<file path="config.mk">
export PLATFORM = sky130hd
export DESIGN_NAME = led_pattern_top
export DESIGN_NICKNAME = d
export VERILOG_FILES = /design/src/rtl/led_pattern_top.sv
export SDC_FILE = /design/constraint.sdc
export NUM_CORES = 1
export LEC_CHECK = 0
export CORE_MARGIN = 4
export CORE_UTILIZATION = 30
export DETAILED_ROUTE_END_ITERATION = 16
export MAX_ROUTING_LAYER = met4
export RECOVER_POWER = 100
export SYNTH_ARGS = -nofsm -noshare
export SYNTH_HDL_FRONTEND = slang
export SYNTH_SLANG_ARGS = --single-unit
</file>
<file path="constraint.sdc">
create_clock -name clk -period 3.5 [get_ports clk]
set_clock_uncertainty 0.05 [all_clocks]
set_input_delay 0.875 -clock clk [delete_from_list [all_inputs] [get_ports clk]]
set_output_delay 0.875 -clock clk [all_outputs]
set_load 0.05 [all_outputs]
</file>
<file path="src/rtl/led_pattern_top.sv">
// 8-LED chaser: a speed-selected divider ticks a step counter.
// The step counter walks one of four light patterns.
module led_pattern_top #(
  parameter int unsigned DIV0 = 500000,
  parameter int unsigned DIV1 = 50000,
  parameter int unsigned DIV2 = 5000,
  parameter int unsigned DIV3 = 500
) (
  input  logic       clk,
  input  logic       reset,
  input  logic [1:0] Select,
  input  logic [1:0] MODE,
  output logic [7:0] LED
);

  typedef enum logic [1:0] {
    M_RUN    = 2'd0,
    M_FILL   = 2'd1,
    M_BOUNCE = 2'd2,
    M_OFF    = 2'd3
  } mode_e;

  mode_e       mode_q, mode_d;
  logic [1:0]  sel_q, sel_d;
  logic [18:0] div_cnt_q, div_cnt_d;
  logic [3:0]  step_q, step_d;

  logic [18:0] div_last;
  logic [3:0]  step_last;
  logic        restart;
  logic        tick;
  logic [3:0]  shamt;

  always_comb begin
    div_last = 19'(DIV0 - 1);
    unique case (sel_q)
      2'd0: div_last = 19'(DIV0 - 1);
      2'd1: div_last = 19'(DIV1 - 1);
      2'd2: div_last = 19'(DIV2 - 1);
      2'd3: div_last = 19'(DIV3 - 1);
    endcase
  end

  // Last step index of each pattern's cycle.
  always_comb begin
    step_last = 4'd0;
    unique case (mode_q)
      M_RUN:    step_last = 4'd7;
      M_FILL:   step_last = 4'd15;
      M_BOUNCE: step_last = 4'd13;
      M_OFF:    step_last = 4'd0;
    endcase
  end

  assign restart = (MODE != 2'(mode_q)) || (Select != sel_q);
  assign tick    = (div_cnt_q == div_last);

  always_comb begin
    mode_d    = mode_q;
    sel_d     = sel_q;
    div_cnt_d = div_cnt_q + 19'd1;
    step_d    = step_q;
    if (restart) begin
      mode_d    = mode_e'(MODE);
      sel_d     = Select;
      div_cnt_d = 19'd0;
      step_d    = 4'd0;
    end else if (tick) begin
      div_cnt_d = 19'd0;
      step_d    = (step_q == step_last) ? 4'd0 : step_q + 4'd1;
    end
  end

  always_ff @(posedge clk) begin
    if (reset) begin
      mode_q    <= mode_e'(MODE);
      sel_q     <= Select;
      div_cnt_q <= 19'd0;
      step_q    <= 4'd0;
    end else begin
      mode_q    <= mode_d;
      sel_q     <= sel_d;
      div_cnt_q <= div_cnt_d;
      step_q    <= step_d;
    end
  end

  // Second half of fill/drain and bounce index from step 8.
  assign shamt = step_q - 4'd7;

  always_comb begin
    LED = 8'h00;
    unique case (mode_q)
      M_RUN:
        LED = 8'h01 << step_q[2:0];
      M_FILL:
        if (!step_q[3]) LED = 8'hFF >> (3'd7 - step_q[2:0]);
        else            LED = 8'hFF << shamt;
      M_BOUNCE:
        if (!step_q[3]) LED = 8'h01 << step_q[2:0];
        else            LED = 8'h80 >> shamt;
      M_OFF:
        LED = 8'h00;
    endcase
  end

endmodule

</file>
# Word level (Yosys, flattened, before mapping)

Index checks and enable logic that the tools add are counted.

Bitwise operators: 0
$lt $le $gt $ge: 0
$add $sub $neg: 4
Reductions and logical operators: 6
Multiplexer cells: 10
Equality and inequality tests: 10
Multipliers: 0
Divide/modulo/power cells: 0
Shift-type cells: 4

Operator list:

| operator                | count |
|---|---|
| $pmux W19 S4            | 1 |
| $pmux W8 S4             | 1 |
| $add A19 B1 Y19 const B | 1 |
| $eq A19 B19 Y1          | 1 |
| $mux W8                 | 2 |
| $pmux W4 S4             | 1 |
| $eq A2 B2 Y1 const B    | 4 |
| $mux W2                 | 4 |
| $shl A1 B3 Y8 const A   | 1 |
| $shl A8 B4 Y8 const A   | 1 |
| $shr A8 B3 Y8 const A   | 1 |
| $shr A8 B4 Y8 const A   | 1 |
| $add A4 B1 Y4 const B   | 1 |
| $eq A2 B1 Y1 const B    | 2 |
| $eq A4 B4 Y1            | 1 |
| $logic_not A2 Y1        | 2 |
| $mux W4                 | 1 |
| $ne A2 B2 Y1            | 2 |
| $sub A4 B3 Y4 const B   | 1 |
| $reduce_or A3 Y1        | 1 |
| $sub A3 B3 Y3 const A   | 1 |
| $reduce_bool A2 Y1      | 1 |
| $reduce_or A2 Y1        | 1 |
| $logic_or A1 B1 Y1      | 1 |

Latch bits: 0
Register bits: 27
Bits in read-only memories: 0
Memories: 0
Logic and storage cells: 38
Output and inout port bits: 8
Bits of input ports: 6
Bits in writable memories: 0

# Longest topological paths before layout

Gate-level depths: netlist of run 1.

Depth after elaboration: 4
Depth in mapped cells: 9
Mapped depth without buffers: 7

# Least setup slack after synthesis of run 1

OpenSTA, ideal clock, no wires.

Path kind: register to output
Start: register step_q[2]
End: output LED[5]
Arrival: 2.813 ns
Data required time: 2.575 ns
Slack: -0.238 ns
Stages on the path, launching flop included: 8
Path buffers: 2
Path through: dfxtp_1 clkbuf_1 inv_1 ha_1 clkbuf_1 nor2b_1 a221o_1 o21ai_0

Longest elaborated chain between the ends: 4
Elaborated cells on any way between the ends: 9
Those cells by class: add/sub (2); shift (4); mux (3)

Ends and longest elaborated chain:

| element                                        | line    | text |
|---|---|---|
| start, declared                                | 26      | `logic [3:0] step_q, step_d;` |
| start signal, assigned                         | 84      | `step_q <= step_d;` |
| $sub A4 B3 Y4 or $sub A3 B3 Y3 (tied branches) | 89, 97  |  |
| $shr A8 B4 Y8 (tied with other cells)          | 101     | `else LED = 8'h80 >> shamt;` |
| $mux W8, on equally long branches              | 100, 97 |  |
| $pmux W8 S4 (*)                                | 93      | `unique case (mode_q)` |
| end, declared                                  | 13      | `output logic [7:0] LED` |

Mark *: on every way between the ends. The rest lies on a longest branch, timed or not.

# Worst setup path in the final report of run 1

Start: register mode_q[1]
End: output LED[7]

Longest elaborated chain between the ends: 2
Elaborated cells on any way between the ends: 5
Those cells by class: eq/ne (3); mux (1); reduce/logical (1)

Ends and longest elaborated chain:

| element                              | line | text |
|---|---|---|
| start, declared                      | 23   | `mode_e mode_q, mode_d;` |
| start signal, assigned               | 76   | `mode_q <= mode_e'(MODE);` |
| start signal, assigned               | 81   | `mode_q <= mode_d;` |
| $eq A2 B2 Y1 (tied with other cells) | 93   |  |
| $pmux W8 S4 (*)                      | 93   |  |

Marks and branches as above.

==> results of run 1 <==
## cells in the final DEF, fill, tap and decap left out, types with 2 or more instances in the layout
cell type / count
sky130_fd_sc_hd__nor2b_1: 2
sky130_fd_sc_hd__buf_4: 4
sky130_fd_sc_hd__dfxtp_1: 23
sky130_fd_sc_hd__a31oi_1: 2
sky130_fd_sc_hd__clkdlybuf4s50_1: 2
sky130_fd_sc_hd__a21oi_1: 11
sky130_fd_sc_hd__nand2_1: 22
sky130_fd_sc_hd__buf_12: 5
sky130_fd_sc_hd__or4_1: 3
sky130_fd_sc_hd__inv_1: 13
sky130_fd_sc_hd__nand3_1: 12
sky130_fd_sc_hd__or3b_1: 2
sky130_fd_sc_hd__a221o_1: 2
sky130_fd_sc_hd__nand3b_1: 2
sky130_fd_sc_hd__o41ai_1: 2
sky130_fd_sc_hd__xnor2_1: 15
sky130_fd_sc_hd__o21ai_0: 9
sky130_fd_sc_hd__nor2_1: 26
sky130_fd_sc_hd__clkbuf_1: 3
sky130_fd_sc_hd__edfxtp_1: 4
sky130_fd_sc_hd__dlygate4sd3_1: 4
sky130_fd_sc_hd__a211oi_1: 2
sky130_fd_sc_hd__o22ai_1: 2
sky130_fd_sc_hd__nor3_1: 8
sky130_fd_sc_hd__ha_1: 17
sky130_fd_sc_hd__and3_1: 4
sky130_fd_sc_hd__a2111o_1: 2
sky130_fd_sc_hd__xor2_1: 12
sky130_fd_sc_hd__and4_1: 3
sky130_fd_sc_hd__o211ai_1: 3
sky130_fd_sc_hd__clkbuf_8: 3
sky130_fd_sc_hd__nand4_1: 5
## worst max-delay path, delay by kind of cell (launching register included)
family,cells,cell delay (ns)
AOI/OAI and AO/OA,2,0.18
adders and majority gates,1,0.20
buffers and inverters,3,1.05
and+or+nand+nor,2,0.22
DFF,1,0.47
## final cells by class
class,count,share of cell area (%)
clock inverters,1,0.230
well taps,75,4.32
multi-input cells,180,54.9
inverters,14,2.42
clock buffers,3,1.90
repair buffers,19,9.50
flip-flops and latches,27,26.7
## report_power, final
group	leakage, nW	internal (mW)	switching [mW]
registers	0.227	0.318	0.00524
clock network	0.0255	0.0798	0.0992
logic	0.501	0.0279	0.0373
total	0.754	0.426	0.142
## registers in the layout, summed over array words and instances (netlist names)
signal     count
div_cnt_q     19
step_q         4
mode_q         2
sel_q          2
## kinds of logic (layout without fill, tap and decap cells)
group | count (synthesis) | after routing | synth area share [%]
AOI/OAI and AO/OA | 43 | 43 | 15.5
xor gates and xnor gates | 27 | 27 | 12.7
adders and majority gates | 17 | 17 | 11.4
buffers and inverters | 22 | 37 | 4.55
DFF | 27 | 27 | 31.1
muxes | 1 | 1 | 0.535
and+or+nand+nor | 92 | 92 | 24.4
## final timing paths
kind | from | slack, ns | end | cells past startpoint
worst max-delay path | mode_q[1] | 0.19 | LED[7] | 8
worst max register to register | sel_q[0] | 0.73 | step_q[3] | 8
worst min-delay path | div_cnt_q[0] | 0.41 | div_cnt_q[0] | 1
worst min register to register | div_cnt_q[0] | 0.41 | div_cnt_q[0] | 1
## routing by layer
metal | up-vias | track usage [%] | part of all wire [%]
met1 | 732 | 15.0 | 46
met5 | - | - | 0
met2 | 43 | 19.3 | 48
met4 | 0 | 4.39 | 2.4
met3 | 12 | 1.32 | 3.7
li1 | 837 | - | -
## through the flow
step           setup slack (ns)  instances  instance area (um2)  utilization [%]
6_report                  0.192        319                 2170             36.3
5_1_grt                  0.0302        319                 2170             36.3
4_1_cts                   0.164        319                 2200             36.7
3_5_place_dp              0.492        315                 2150             35.9
3_3_place_gp              0.539        315                 2150             35.9
2_1_floorplan             0.138        229                 1870                -
==> results by stage, run 1 <==
Worst hold path:
- The tightest min-delay check is of the reg -> reg type.

Detailed routing:
- The first-pass iteration count of the detailed router is 4.
- The DRC marker count from the first detailed-route iteration is 77.
- In the routed layout, each cell is associated on average with a via count of 5.09.
- The final wirelength is 4090 um.
- In the final routed layout, each cell accounts on average for 12.8 um.
- The count of nets left with antenna violations once routing finished came out at 0.
- The DRC violation count after routing is 0.
- The detailed-route via count is 1624.

Timing:
- Setup repair after global routing left no endpoint under its margin.
- The number of pins exceeding their max-slew limit in the final report is 0.
- On the final layout, the worst hold slack is 0.411 ns.
- The number of setup violations in the final report is 0.
- The ratio of final minimum period to clock period is 94.5%.
- The number of hold violations in the final report is 0.
- The worst relative slew slack is 60.4%.
- For the pin with the worst max-slew slack, the measured transition is 0.596 ns.
- For the final routed database, the setup TNS stands at 0 ns.
- The clock period minus worst slack is 3.31 ns.
- The fmax is 302 MHz.

Clocking:
- In this run, post-CTS repair resized a total of 0 instances.
- TritonCTS created 3 clock buffers.
- The maximum number of buffers from clock root to sink is 2.
- The root buffer selected by CTS is sky130_fd_sc_hd__clkbuf_8.
- Clock-pin slew was measured on the worst setup and hold paths at 0.10 ns.
- The sink count of the clock tree is 27.
- The latest clock arrival within the worst-skew pair is 0.27 ns.
- The CTS tree is done.
- In this run the number of H-tree levels came out at 1.
- In this run, post-CTS hold repair placed 0 buffers.
- After clock tree synthesis, the setup repair step added 0 buffers.

GRT:
- The via count of the first global-routing pass is 1595.
- The total overflow left after global routing is 0.
- The maximum number of pins on one net before global-route repair is 16.
- The first-pass GRT wire length is 7230 um.
- The global-route total usage across every layer is 11.8%.
- The number of antenna violations at the first check in global routing is 0.

Finish:
- The area of the multi-input gates is 1190 um2.
- Counting the fill cells in the layout gives 624.
- For this run, the post-layout net count is 268.
- The post-synthesis to final-layout area growth is 16.2%.
- In the final layout, the share of cells above drive strength 1 is 5.74%.
- The register area is 581 um2.
- The count of inserted antenna diode cells is 0.

Floorplanning:
- The placement row count is 28.
- The core region is 5990 um2.
- The die covers 7560 um2.
- The starting utilization of the core area is 31.2%.
- Pin placement for this block handled 14 I/O pins.
- The die is 86.9 um tall.
- The die extent in x is 86.9 um.

Placed design:
- After legalization and detailed placement, the total HPWL measured 3210 um.
- The port buffer count is 13.
- The placer congestion estimate is 0.915.

Yosys:
- The share of the synthesized area in the top cell type is 24.6%.
- The synthesized netlist contains 41 unique library cells.
- In this run, synthesis inferred 4 flip-flops with an integrated enable.
- Synthesis produced a netlist with a net count of 252.
- In the post-synthesis netlist, the biggest area contributors are sky130_fd_sc_hd__dfxtp_1, sky130_fd_sc_hd__ha_1, sky130_fd_sc_hd__xnor2_1.
- The count of warnings emitted by yosys is 0.
- The biggest area contributor in the post-synthesis netlist is sky130_fd_sc_hd__dfxtp_1.
- The instance count of the mapped netlist is 229.
- A synthesized cell averages 8.16 um2.
- The netlist area before placement is 1870 um2.
- In the synthesized netlist the dominant register cell turns out to be sky130_fd_sc_hd__dfxtp_1.
- The post-synthesis sequential area ratio is 31.1%.
- By count the netlist is led by sky130_fd_sc_hd__nor2_1, sky130_fd_sc_hd__dfxtp_1, sky130_fd_sc_hd__nand2_1.
- In the post-synthesis netlist, the cell with the most instances is sky130_fd_sc_hd__nor2_1.
- Counting flops with an async set or reset pin after synthesis yields a share of 0%.
- The number of synthesized register bits is 27.

Critical path:
- The category of the worst setup path launch point is a flop.
- Among all stages on the critical path, the largest delay is contributed by sky130_fd_sc_hd__clkdlybuf4s50_1.
- Of all nets on the critical path, the largest fanout is 5.
- The required time at the worst-slack endpoint is 2.57 ns.
- The kind of capture point of the worst setup path is an output port.
- The critical path is of the reg -> out type.
- Walking the worst path, the cells encountered are inv_1 > ha_1 > inv_1 > nand2_1 > nor2_1 > a21oi_1 > a21oi_1 > clkdlybuf4s50_1.
- The largest single stage delay on the critical path is 0.82 ns.
- Data on the critical path arrives at its endpoint at 2.38 ns.

Status:
- The run finished with clean final reports.

Power:
- In this run the power density over the cells is 261 nW/um2.
- VDD sags by at most 0.182 mV.
- Summed over all cells, the static leakage comes to 0.754 nW.
- Overall power consumption after layout is estimated at 0.568 mW.

Flow run:
- The tool flagged a number of max-cap violations equal to 0.
Power figures use the tool's default switching activity.
==> run 2: changes to the inputs <==
--- a/config.mk
+++ b/config.mk
@@ -5,6 +5,7 @@
 export SDC_FILE = /design/constraint.sdc
 export NUM_CORES = 1
 export LEC_CHECK = 0
+export CAP_MARGIN = 20
 export CORE_MARGIN = 4
 export CORE_UTILIZATION = 30
 export DETAILED_ROUTE_END_ITERATION = 16
==> results of run 2 <==
The final DEF is identical to that of run 1; final timing and power are the same.
